[src/rtl/fetch_debug_ctrl_if.sv]
`default_nettype none
// ============================================================================
// Module      : fetch_debug_ctrl_if
// Description : Bundle of UART-side, hazard-side, instruction-RAM write and
//               fetch-stage control signals of the debug sequencer.
// Revision    : 1.0 - initial release
// ============================================================================
interface fetch_debug_ctrl_if #(
  parameter int NB_BITS   = 32,
  parameter int RAM_DEPTH = 10
);
  logic [7:0]           i_rx_data;
  logic                 i_rx_valid;
  logic                 i_hz_stall;
  logic                 i_halt;
  logic                 o_mem_we;
  logic [RAM_DEPTH-1:0] o_mem_waddr;
  logic [NB_BITS-1:0]   o_mem_wdata;
  logic                 o_pc_we;
  logic                 o_if_id_we;
  logic                 o_cpu_rst;
  logic [2:0]           o_state;

  // Environment side: drives UART bytes and pipeline status, observes controls
  modport master (
    output i_rx_data, i_rx_valid, i_hz_stall, i_halt,
    input  o_mem_we, o_mem_waddr, o_mem_wdata, o_pc_we, o_if_id_we, o_cpu_rst, o_state
  );

  // Sequencer side
  modport slave (
    input  i_rx_data, i_rx_valid, i_hz_stall, i_halt,
    output o_mem_we, o_mem_waddr, o_mem_wdata, o_pc_we, o_if_id_we, o_cpu_rst, o_state
  );
endinterface
`default_nettype wire

[src/rtl/fetch_debug_ctrl.sv]
`default_nettype none
// ============================================================================
// Module      : fetch_debug_ctrl
// Description : Debug-side sequencer for the MIPS fetch stage. Decodes UART
//               command bytes, assembles little-endian program words into
//               instruction RAM, and gates PC / IF-ID writes for continuous
//               run or single-step execution.
// Revision    : 1.0 - initial release
// ============================================================================
module fetch_debug_ctrl #(
  parameter int         NB_BITS   = 32,
  parameter int         RAM_DEPTH = 10,
  parameter logic [7:0] CMD_LOAD  = 8'h4C,
  parameter logic [7:0] CMD_CONT  = 8'h43,
  parameter logic [7:0] CMD_STEP  = 8'h53,
  parameter logic [7:0] CMD_RST   = 8'h52
) (
  input  wire logic         i_clk,
  input  wire logic         i_rst,
  fetch_debug_ctrl_if.slave bus
);

  typedef enum logic [2:0] {
    ST_IDLE    = 3'd0,
    ST_LD_CNT  = 3'd1,
    ST_LD_DATA = 3'd2,
    ST_RUN     = 3'd3,
    ST_STEP    = 3'd4,
    ST_HALTED  = 3'd5
  } state_t;

  localparam logic [RAM_DEPTH-1:0] c_waddr_one = {{(RAM_DEPTH-1){1'b0}}, 1'b1};

  state_t               r_state;
  logic                 r_run_en;
  logic                 r_mem_we;
  logic                 r_cpu_rst;
  logic [1:0]           r_byte_cnt;
  logic [7:0]           r_words_left;
  logic [RAM_DEPTH-1:0] r_waddr;
  logic [NB_BITS-1:0]   r_wdata;

  // A real pipeline advance happens only when the run gate is open and the
  // hazard unit is not holding the front end.
  wire logic w_advance = r_run_en & ~bus.i_hz_stall;
  wire logic w_rx_rst  = bus.i_rx_valid && (bus.i_rx_data == CMD_RST);

  // Command decode, program load sequencing and run/step gating
  always_ff @(posedge i_clk) begin
    if (i_rst) begin
      r_state      <= ST_IDLE;
      r_run_en     <= 1'b0;
      r_mem_we     <= 1'b0;
      r_cpu_rst    <= 1'b0;
      r_byte_cnt   <= 2'd0;
      r_words_left <= 8'd0;
      r_waddr      <= '0;
      r_wdata      <= '0;
    end else begin
      // Write strobe and CPU reset are single-cycle pulses
      r_mem_we  <= 1'b0;
      r_cpu_rst <= 1'b0;
      case (r_state)
        ST_IDLE: begin
          if (bus.i_rx_valid) begin
            if (bus.i_rx_data == CMD_LOAD) begin
              r_state <= ST_LD_CNT;
            end else if (bus.i_rx_data == CMD_CONT) begin
              r_state  <= ST_RUN;
              r_run_en <= 1'b1;
            end else if (bus.i_rx_data == CMD_STEP) begin
              r_state  <= ST_STEP;
              r_run_en <= 1'b1;
            end else if (bus.i_rx_data == CMD_RST) begin
              r_cpu_rst <= 1'b1;
            end
          end
        end
        ST_LD_CNT: begin
          // The byte after 'L' is always the word count, even if it looks like a command
          if (bus.i_rx_valid) begin
            if (bus.i_rx_data == 8'd0) begin
              r_state   <= ST_IDLE;
              r_cpu_rst <= 1'b1;
            end else begin
              r_words_left <= bus.i_rx_data;
              r_waddr      <= '0;
              r_byte_cnt   <= 2'd0;
              r_state      <= ST_LD_DATA;
            end
          end
        end
        ST_LD_DATA: begin
          // Byte k lands in lane k; the fourth byte completes the word
          if (bus.i_rx_valid) begin
            r_wdata[{r_byte_cnt, 3'b000} +: 8] <= bus.i_rx_data;
            r_byte_cnt <= r_byte_cnt + 2'd1;
            if (r_byte_cnt == 2'd3) begin
              r_mem_we <= 1'b1;
            end
          end
          // Address advances after the strobe cycle; last word restarts the CPU
          if (r_mem_we) begin
            r_waddr <= r_waddr + c_waddr_one;
            if (r_words_left == 8'd1) begin
              r_state   <= ST_IDLE;
              r_cpu_rst <= 1'b1;
            end else begin
              r_words_left <= r_words_left - 8'd1;
            end
          end
        end
        ST_RUN: begin
          // An abort from the host takes priority over a halt in the same cycle
          if (w_rx_rst) begin
            r_state   <= ST_IDLE;
            r_run_en  <= 1'b0;
            r_cpu_rst <= 1'b1;
          end else if (bus.i_halt) begin
            r_state  <= ST_HALTED;
            r_run_en <= 1'b0;
          end
        end
        ST_STEP: begin
          // Stalled cycles do not count; leave only after one real advance
          if (w_advance) begin
            r_run_en <= 1'b0;
            r_state  <= bus.i_halt ? ST_HALTED : ST_IDLE;
          end
        end
        ST_HALTED: begin
          if (w_rx_rst) begin
            r_state   <= ST_IDLE;
            r_cpu_rst <= 1'b1;
          end else if (bus.i_rx_valid && (bus.i_rx_data == CMD_LOAD)) begin
            r_state <= ST_LD_CNT;
          end
        end
        default: begin
          r_state  <= ST_IDLE;
          r_run_en <= 1'b0;
        end
      endcase
    end
  end

  assign bus.o_mem_we    = r_mem_we;
  assign bus.o_mem_waddr = r_waddr;
  assign bus.o_mem_wdata = r_wdata;
  assign bus.o_pc_we     = w_advance;
  assign bus.o_if_id_we  = w_advance;
  assign bus.o_cpu_rst   = r_cpu_rst;
  assign bus.o_state     = r_state;

endmodule
`default_nettype wire

[src/flat_wrapper.sv]
// flat-port wrapper written by rule: the top's interface ports become plain ports
module fetch_debug_ctrl_flat 
#(
  parameter int         NB_BITS   = 32,
  parameter int         RAM_DEPTH = 10,
  parameter logic [7:0] CMD_LOAD  = 8'h4C,
  parameter logic [7:0] CMD_CONT  = 8'h43,
  parameter logic [7:0] CMD_STEP  = 8'h53,
  parameter logic [7:0] CMD_RST   = 8'h52
)
  (i_clk, i_rst, bus_i_rx_data, bus_i_rx_valid, bus_i_hz_stall, bus_i_halt, bus_o_mem_we, bus_o_mem_waddr, bus_o_mem_wdata, bus_o_pc_we, bus_o_if_id_we, bus_o_cpu_rst, bus_o_state);
  fetch_debug_ctrl_if #(.NB_BITS(NB_BITS), .RAM_DEPTH(RAM_DEPTH)) bus_i ();
  input  wire logic i_clk;
  input  wire logic i_rst;
  input wire logic [$bits(bus_i.i_rx_data)-1:0] bus_i_rx_data;
  input wire logic [$bits(bus_i.i_rx_valid)-1:0] bus_i_rx_valid;
  input wire logic [$bits(bus_i.i_hz_stall)-1:0] bus_i_hz_stall;
  input wire logic [$bits(bus_i.i_halt)-1:0] bus_i_halt;
  output wire logic [$bits(bus_i.o_mem_we)-1:0] bus_o_mem_we;
  output wire logic [$bits(bus_i.o_mem_waddr)-1:0] bus_o_mem_waddr;
  output wire logic [$bits(bus_i.o_mem_wdata)-1:0] bus_o_mem_wdata;
  output wire logic [$bits(bus_i.o_pc_we)-1:0] bus_o_pc_we;
  output wire logic [$bits(bus_i.o_if_id_we)-1:0] bus_o_if_id_we;
  output wire logic [$bits(bus_i.o_cpu_rst)-1:0] bus_o_cpu_rst;
  output wire logic [$bits(bus_i.o_state)-1:0] bus_o_state;
  assign bus_i.i_rx_data = bus_i_rx_data;
  assign bus_i.i_rx_valid = bus_i_rx_valid;
  assign bus_i.i_hz_stall = bus_i_hz_stall;
  assign bus_i.i_halt = bus_i_halt;
  assign bus_o_mem_we = bus_i.o_mem_we;
  assign bus_o_mem_waddr = bus_i.o_mem_waddr;
  assign bus_o_mem_wdata = bus_i.o_mem_wdata;
  assign bus_o_pc_we = bus_i.o_pc_we;
  assign bus_o_if_id_we = bus_i.o_if_id_we;
  assign bus_o_cpu_rst = bus_i.o_cpu_rst;
  assign bus_o_state = bus_i.o_state;
  fetch_debug_ctrl #(.NB_BITS(NB_BITS), .RAM_DEPTH(RAM_DEPTH), .CMD_LOAD(CMD_LOAD), .CMD_CONT(CMD_CONT), .CMD_STEP(CMD_STEP), .CMD_RST(CMD_RST)) u_core (.i_clk(i_clk), .i_rst(i_rst), .bus(bus_i));
endmodule
[config.mk]
export PLATFORM = sky130hd
export DESIGN_NAME = fetch_debug_ctrl_flat
export DESIGN_NICKNAME = d
export VERILOG_FILES = /design/src/rtl/fetch_debug_ctrl_if.sv /design/src/rtl/fetch_debug_ctrl.sv /design/src/flat_wrapper.sv
export SDC_FILE = /design/constraint.sdc
export NUM_CORES = 1
export LEC_CHECK = 0
export ABC_AREA = 0
export BUFFER_PORTS_ARGS = -buffer_cell sky130_fd_sc_hd__buf_2
export CAP_MARGIN = 25
export CORE_UTILIZATION = 40
export DETAILED_ROUTE_END_ITERATION = 10
export SYNTH_ARGS = -nofsm -noshare
export SYNTH_HDL_FRONTEND = slang
export SYNTH_SLANG_ARGS = --single-unit
[constraint.sdc]
create_clock -name i_clk -period 2.8 [get_ports i_clk]
set_input_delay 0.56 -clock i_clk [delete_from_list [all_inputs] [get_ports i_clk]]
set_output_delay 0.56 -clock i_clk [all_outputs]
set_load 0.01 [all_outputs]
---- After elaboration in Yosys (flattened, before gate mapping) ----
Cells that the tools add are included.
W data, S select, Z words.
cells by class
  add/subtract/negate cells ............... 4
  mux-type cells .......................... 49
  equal/unequal tests ..................... 24
  reduce and logical (&&, ||, !) cells .... 14
  bitwise logic cells ..................... 5
  shift-type cells ........................ 2
operators by type and width
  cell                      count
  $mux W3                   13
  $bwmux W32                1
  $eq A8 B7 Y1 const B      4
  $mux W8                   4
  $shift A8 B7 Y32 const A  1
  $shiftx A8 B7 Y32         1
  $mux W10                  3
  $pmux W10 S2              1
  $mux W1                   18
  $pmux W3 S6               1
  $pmux W8 S2               1
  $ne A2 B2 Y1 const B      7
  $add A10 B1 Y10 const B   1
  $eq A8 B1 Y1 const B      1
  $logic_not A8 Y1          1
  $mux W2                   4
  $pmux W1 S4               2
  $reduce_and A4 Y1         2
  $reduce_and A8 Y1         1
  $sub A8 B1 Y8 const B     1
  $neg A5 Y7                1
  $eq A3 B2 Y1 const B      2
  $eq A3 B3 Y1 const B      2
  $ne A3 B1 Y1 const B      2
  17 further kinds          23
storage, ports and cells
  input bits .............................. 13
  flip-flop bits (word level) ............. 58
  logic and storage cells ................. 106
  output and inout port bits .............. 49

---- Longest topological paths before layout ----
Gate-level depths: netlist (run 1).
  depth after elaboration ................. 7
  mapped depth ............................ 7

---- Least setup slack after synthesis (run 1) ----
OpenSTA, ideal clock, no wires.
  kind .................................... input to register
  start point ............................. input bus_i_rx_data[5]
  end point ............................... register u_core.r_state[0] (netlist: u_core.bus.o_state[0])
  setup slack ............................. 0.921 ns
  arrival time ............................ 1.809 ns
  path buffers ............................ 1
  data required time ...................... 2.730 ns
  stages on the path ...................... 6
  path through ............................ buf_6 > nor4bb_4 > and4_4 > o31ai_2 > or3_1 > a21oi_1
on the way
  longest elaborated chain between the ends .. 5
  elaborated cells between the ends (all ways) .. 16
RTL lines
  item                    line                     text
  start: declaration      flat_wrapper.sv:15       input wire logic [$bits(bus_i.i_rx_data)-1:0] bus_i_rx_data;
  $eq A8 B7 Y1            fetch_debug_ctrl.sv:68   end else if (bus.i_rx_data == CMD_CONT) begin
  $mux W3                 fetch_debug_ctrl.sv:68
  $mux W3                 fetch_debug_ctrl.sv:66   if (bus.i_rx_data == CMD_LOAD) begin
  $mux W3                 fetch_debug_ctrl.sv:65   if (bus.i_rx_valid) begin
  $pmux W3 S6             fetch_debug_ctrl.sv:63   case (r_state)
  end signal: assignment  fetch_debug_ctrl.sv:128  r_state <= bus.i_halt ? ST_HALTED : ST_IDLE;
  end: declaration        fetch_debug_ctrl.sv:34   state_t r_state;
Several ways; a longest one is shown, not always the timed one. The select of a mux whose other input is x is not followed.
A chain may end at the register's enable or synchronous reset.

---- Final worst setup path (run 1) ----
  start point ............................. register u_core.r_state[2] (netlist: u_core.bus.o_state[2])
  end point ............................... register u_core.r_waddr[9] (netlist: u_core.bus.o_mem_waddr[9])
on the way
  longest elaborated chain between the ends .. 3
  elaborated cells between the ends (all ways) .. 8
RTL lines
  item                                                   line                     text
  $eq A3 B1 Y1 or $eq A3 B2 Y1 (tied branches)           fetch_debug_ctrl.sv:63
  $ne A2 B2 Y1 (no source line) (tied with other cells)  -
  $reduce_and A4 Y1 (no source line)                     -
  end signal: assignment                                 fetch_debug_ctrl.sv:104  r_waddr <= r_waddr + c_waddr_one;
  end: declaration                                       fetch_debug_ctrl.sv:40   logic [RAM_DEPTH-1:0] r_waddr;
Several ways; a longest one is shown, not always the timed one.

==> impl_results.md, run 1 <==
- Status: complete, no violations
- Cells after Synth: 377
- Synth cell types: 58
- Initial Util: 41.8%
- Required time of the worst setup path: 3.07 ns
- Worst hold slack: 0.448 ns
- PnR Total Power: 1720 uW
- Synth Register Bits: 58
- Largest family of logic cells by synthesized area: simple AND/OR/NAND/NOR gates
- Maximum clock rate: 454 MHz
- Placed cell area: 0.00342 sq mm
- Crit-path cells: nand4bb_1, a21oi_1, o2111ai_1, or3_1, a21oi_1
- Area leader, netlist: dfxtp_1
- Vias in the first global route: 2647
- Met3 Resource Use GR: 5.72%
- Total global routing overflow: 0
- Area share of the largest cell type after synthesis: 38.1%
- Max clock buf depth: 2
- CP Buf/Inv Count: 0
- Post-synthesis simple-gate area fraction: 28.3%
- Layout area overhead: 19.1%
- TritonCTS clock tree: yes
- Initial antenna violation count: 0
- Worst-path clk slew: 0.07 ns
- Via-to-Cell Ratio: 5.48
- IO Port Bufs: 61
- RSZ-0062 raised after global routing: no
- Synth Flop Type: dfxtp_1
- Post-synthesis mux area share: 0.329%
- Fraction of registers with async set/reset: 0%
- Synthesis warning total: 0
- WS Path Type: reg2reg
- Global-route wire length before repair: 13400 microns
- Hold Buf Count CTS: 0
- Post-layout min period: 2.20 ns
- Syn Area/Cell: 8.08 sq um
- Residual DRC: 0
- Root Buffer: clkbuf_8
- Startpoint types: register
- M1 GR Usage: 30.8%
- Peak supply drop: 0.351 mV
- Worst-margin pin slew: 1.01 ns
- IO Pins: 62
- Diode count: 0
- Post-synthesis adder-cell area fraction: 3.70%
- CP max stage delay: 0.79 ns
- CTS buffer count: 9
- Post-route insts no fill: 537
- Seq/Total Area, Yosys: 38.1%
- Post-synthesis compound-gate area fraction: 20.8%
- Post CTS Setup Buffer Count: 0
- Worst-skew pair later-pin latency: 0.34 ns
- Post-DP HPWL: 5780 microns
- # Max-Cap Violations: 0
- CP max-delay cell: a21oi_1
- Tcrit/Tclk final: 78.6%
- Post-Syn Area: 0.00305 sq mm
- Routed wire length: 8250 microns
- TNS Setup: 0 ns
- Power per cell area: 474 mW/mm^2
- Type of the worst min-delay path: reg2reg
- Mapped Nets: 399
- Count of standard-cell rows: 31
- Worst path most repeated cell: a21oi_1
- Die Span Y: 89.3 microns
- Final setup violation count: 0
- Arr. time, crit path: 2.47 ns
- Core Area: 0.00729 sq mm
- DRT Pass-1 Iters: 5
- Routed wire per std cell: 15.4 microns
- Final Wtd Congestion: 0.893
- H-tree level count: 3
- Most used routing layer: met2
- Via Count: 2941
- Chip Width: 89.3 microns
- Initial DRC Count: 175
- Pin count of the biggest net entering global routing: 37
- Worst clock skew: 0.00860 ns
- Normalized max-slew margin: 32.5%
- Xor/xnor share of the synthesized area: 2.01%
- Placed cell count: 522
- Total Routing Usage GR: 22.3%
- Final ANT Viol Nets: 0
- Layout cells sized above 1: 23.5%
- Filler instances: 779
- Count of nets after finishing: 456
- Crit Path Max Fanout: 11
- Top cells by area, synth: dfxtp_1 38%, a21oi_1 8.2%, nand2_1 6.3%
- GR Util met2: 34.2%
- Final hold vios: 0
- Pins Over Slew Limit: 0
- Die area: 0.00797 sq mm
- Family with the most delay on the worst path: compound AO/OA/AOI/OAI gates
- Critical path endpoint category: register
- TritonCTS Sinks: 58
- EDFF count, synth: 0
- Final instance area: 0.00363 sq mm
- Post_cts resized: 0
- Leakage: 0.00145 uW
final timing paths:
path / startpoint / end / slack [ns] / depth (start not counted)
max: u_core.bus.o_state[2]$_SDFFE_PP0P_ / u_core.bus.o_mem_waddr[9]$_SDFFE_PP0P_ / 0.60 / 5
min reg2reg: u_core.bus.o_mem_wdata[26]$_SDFFE_PP0P_ / u_core.bus.o_mem_wdata[26]$_SDFFE_PP0P_ / 0.45 / 2
min: u_core.bus.o_mem_wdata[26]$_SDFFE_PP0P_ / u_core.bus.o_mem_wdata[26]$_SDFFE_PP0P_ / 0.45 / 2
max reg2reg: u_core.bus.o_state[2]$_SDFFE_PP0P_ / u_core.bus.o_mem_waddr[9]$_SDFFE_PP0P_ / 0.60 / 5
synth_stat cells (9+ instances only):
| master | n |
|---|---|
| ha_1 | 9 |
| clkbuf_1 | 12 |
| o21ai_0 | 11 |
| a21oi_1 | 50 |
| dfxtp_1 | 58 |
| nand3_1 | 37 |
| nor2_1 | 22 |
| inv_1 | 9 |
| buf_2 | 11 |
| and3_1 | 9 |
| nand2_1 | 51 |
final cells by class:
| class | count | area [sq um] | share of cell area (%) |
|---|---|---|---|
| clock buffer | 13 | 169 | 4.66 |
| clock inverter | 2 | 35.0 | 0.966 |
| inverter | 9 | 33.8 | 0.931 |
| multi-input combinational | 279 | 1680 | 46.3 |
| sequential | 58 | 1160 | 32.0 |
| tap | 99 | 124 | 3.41 |
| timing repair buffer | 77 | 425 | 11.7 |
state kept, by name, indices dropped and copies added (netlist names):
name                    count
u_core.bus.o_mem_we         1
u_core.bus.o_mem_wdata     32
u_core.r_words_left         8
u_core.bus.o_state          3
u_core.r_byte_cnt           2
u_core.r_run_en             1
u_core.bus.o_mem_waddr     10
u_core.bus.o_cpu_rst        1
layer usage:
metal  wire length (microns)  share of wire, %  vias to the layer above
li1                        -                 -                     1465
met1                    3880                47                     1373
met4                      78              0.95                        0
met2                    3830                46                       95
met5                       0                 0                        -
met3                     468               5.7                        8
power by group:
part	switching, uW	internal (uW)
logic	57.9	30.5
registers	0.581	826
clock network	327	478
cells by family (layout without fill, tap and decap cells):
kind of cell	Yosys count	after routing
AOI/OAI and AO/OA	100	100
DFF	58	58
adders and majority gates	9	9
buffers and inverters	40	101
xor gates and xnor gates	7	7
and+or+nand+nor	162	162
muxes	1	1
worst min-delay path, cell delays in order, from the launching register on:
cell and delay (ns):
dfxtp_1 0.31, nand2_1 0.05, a21oi_1 0.05
layout by cell type (no fill, tap or decap), types with 2 or more instances in the layout:
cell type,Yosys,layout
buf_2,11,61
dfxtp_1,58,58
nand2_1,51,51
a21oi_1,50,50
nand3_1,37,37
nor2_1,22,22
buf_4,5,16
clkbuf_8,0,12
o21ai_0,11,11
inv_1,9,9
and3_1,9,9
ha_1,9,9
xor2_1,7,7
a31oi_1,7,7
nor3_1,6,6
o2111ai_1,5,5
nand4_1,4,4
or3_1,4,4
a21o_1,4,4
nor3b_1,3,3
nor4_1,3,3
nor4b_1,3,3
nor2b_1,2,2
or3b_1,2,2
and2_1,2,2
and4_1,2,2
o211ai_1,2,2
and4bb_2,2,2
a311oi_1,2,2
a22oi_1,2,2
o21a_1,2,2
through the flow:
stage,util (%),worst slack (ns)
CTS,49.7,0.632
global route,49.7,0.478
finish,49.7,0.598
detailed placement,46.9,0.319
global placement,46.9,0.357
floorplan,-,0.921
(Power assumes the default switching activity.)
==> inputs of run 2 (changes only) <==
- clock period: 2.8 -> 2.1 ns (I/O delays scaled with it)
==> run 2 against run 1 <==
Clock skew is 0.0015 ns lower. Maximum frequency up 13%. Largest power group unchanged. Sequential power grew 33%. Critical path depth is 1 higher. Final area up 1.6%. Clock power up 20%. Worst setup slack worse by 0.44 ns. First-iteration DRC count is 19% higher. Flip-flop and latch count did not move. Critical endpoint unchanged. Worst hold slack worse by 0.066 ns.
==> impl_results.md, run 2 (synthesized netlist as in run 1, its figures left out) <==
- Most common cell after layout, fill and taps aside: buf_2
- Routed wire length: 8380 microns
- CP max-delay cell: or3_1
- Count of nets after finishing: 466
- Diode count: 0
- Family with the most delay on the worst path: simple AND/OR/NAND/NOR gates
- Final Wtd Congestion: 0.827
- Leakage: 0.00149 uW
- Post CTS Setup Buffer Count: 0
- Post_cts resized: 0
- Max reg flops: 32
- H-tree level count: 3
- Worst-path clk slew: 0.06 ns
- Post-DP HPWL: 5930 microns
- Filler instances: 746
- Initial Util: 41.8%
- Crit Path Max Fanout: 13
- Arr. time, crit path: 2.21 ns
- IO Pins: 62
- Reg2Reg Launch Point: u_core.bus.o_state[0]$_SDFFE_PP0P_
- Reg2reg setup slack: 0.16 ns
- Residual DRC: 0
- Routed wire per std cell: 15.3 microns
- Hold_sp: bus_i_rx_data[6]
- Type of the worst min-delay path: in2reg
- Total Routing Usage GR: 22.4%
- PnR Total Power: 2190 uW
- Chip Width: 89.3 microns
- Final ANT Viol Nets: 0
- Initial antenna violation count: 0
- Vias in the first global route: 2825
- WS Path Type: reg2reg
- IO Port Bufs: 61
- Worst clock skew: 0.00706 ns
- TritonCTS Sinks: 58
- Initial DRC Count: 208
- Final hold vios: 0
- Post-layout min period: 1.94 ns
- Worst-skew pair later-pin latency: 0.34 ns
- Peak supply drop: 0.385 mV
- CTS buffer count: 9
- Worst hold slack: 0.383 ns
- Core Area: 0.00729 sq mm
- Tcrit/Tclk final: 92.5%
- DRT Pass-1 Iters: 5
- Global-route wire length before repair: 13700 microns
- Hold path endpoint: u_core.bus.o_mem_wdata[30]$_SDFFE_PP0P_
- Via-to-Cell Ratio: 5.55
- Layout area overhead: 21.0%
- Root Buffer: clkbuf_8
- Pin count of the biggest net entering global routing: 35
- Layout cells sized above 1: 25.4%
- Reg2reg path depth: 6
- # Max-Cap Violations: 0
- Via Count: 3043
- R2r endpoint: u_core.bus.o_mem_waddr[9]$_SDFFE_PP0P_
- Crit-path cells: buf_4, nor3b_2, and2_2, o2111ai_1, or3_1, a21oi_1
- Required time of the worst setup path: 2.37 ns
- Count of standard-cell rows: 31
- TritonCTS clock tree: yes
- Fin util: 50.5%
- Worst-margin pin slew: 0.760 ns
- CP Buf/Inv Count: 1
- Die area: 0.00797 sq mm
- Normalized max-slew margin: 49.0%
- Total global routing overflow: 0
- Hold depth: 3
- Final setup violation count: 0
- Max clock buf depth: 2
- Most frequent cells in the layout: 61 x buf_2, 58 x dfxtp_1, 51 x nand2_1
- Critical path endpoint category: register
- Status: complete, no violations
- Startpoint types: register
- Hold Buf Count CTS: 0
- Die Span Y: 89.3 microns
- Pins Over Slew Limit: 0
- Maximum clock rate: 515 MHz
- CP max stage delay: 0.39 ns
- Power per cell area: 594 mW/mm^2
## run 2: cell count changes in the layout (fill, tap and decap cells not counted), sizes merged
cell,previous run,this run
buf,77,87
clkbuf,13,14
bufinv,1,0
clkinv,1,2
## run 2: how the worst max path moves through the flow
stage / start / cells past startpoint / to
final: u_core.bus.o_state[0]$_SDFFE_PP0P_ / 6 / u_core.bus.o_mem_waddr[9]$_SDFFE_PP0P_
after global routing: u_core.bus.o_state[1]$_SDFFE_PP0P_ / 5 / u_core.r_byte_cnt[1]$_SDFFE_PP0P_
after CTS: u_core.bus.o_state[2]$_SDFFE_PP0P_ / 5 / u_core.bus.o_mem_waddr[9]$_SDFFE_PP0P_
after detailed placement: bus_i_rx_valid / 6 / u_core.bus.o_mem_waddr[9]$_SDFFE_PP0P_
after global placement: bus_i_rx_data[4] / 7 / u_core.bus.o_state[0]$_SDFFE_PP0P_
after floorplan: u_core.r_byte_cnt[0]$_SDFFE_PP0P_ / 5 / u_core.bus.o_mem_wdata[16]$_SDFFE_PP0P_
## run 2: per-layer routing
| metal | vias to the layer above | part of all wire (%) | track usage, % |
|---|---|---|---|
| li1 | 1486 | - | - |
| met1 | 1408 | 45 | 29.4 |
| met2 | 131 | 46 | 35.7 |
| met3 | 18 | 6.4 | 3.69 |
| met4 | 0 | 2.5 | 11.3 |
| met5 | - | 0 | 0 |
## run 2: worst register-to-register path, stage by stage (launching register included)
cell and delay, ns:
dfxtp_1 0.35, buf_4 0.19, nor3b_2 0.20, and2_2 0.34, o2111ai_1 0.26, or3_1 0.40
a21oi_1 0.14
## run 2: where the power goes
group          switching [uW]  internal, uW  leakage, uW
Sequential               1.38          1100     0.000467
Combinational            78.3          43.4     0.000922
Clock                     444           522    0.0000965
Total                     523          1670      0.00149
## run 2: final cells by class
cell class / count / area [sq um] / area share [%]
multi-input cells: 279 / 1680 / 45.7
flip-flops and latches: 58 / 1160 / 31.5
repair buffers: 87 / 500 / 13.6
clock buffers: 14 / 173 / 4.69
well taps: 99 / 124 / 3.36
inverters: 9 / 33.8 / 0.917
clock inverters: 2 / 10.0 / 0.272
## run 2: metrics by stage
stage                     instances  cell area, sq um  setup slack [ns]  setup TNS (ns)
after floorplan                 377              3050             0.303               0
after global placement          532              3500            0.0984               0
after detailed placement        532              3500            0.0655               0
after CTS                       548              3680            0.0741               0
after global routing            548              3680           -0.0102         -0.0102
final                           548              3680             0.158               0
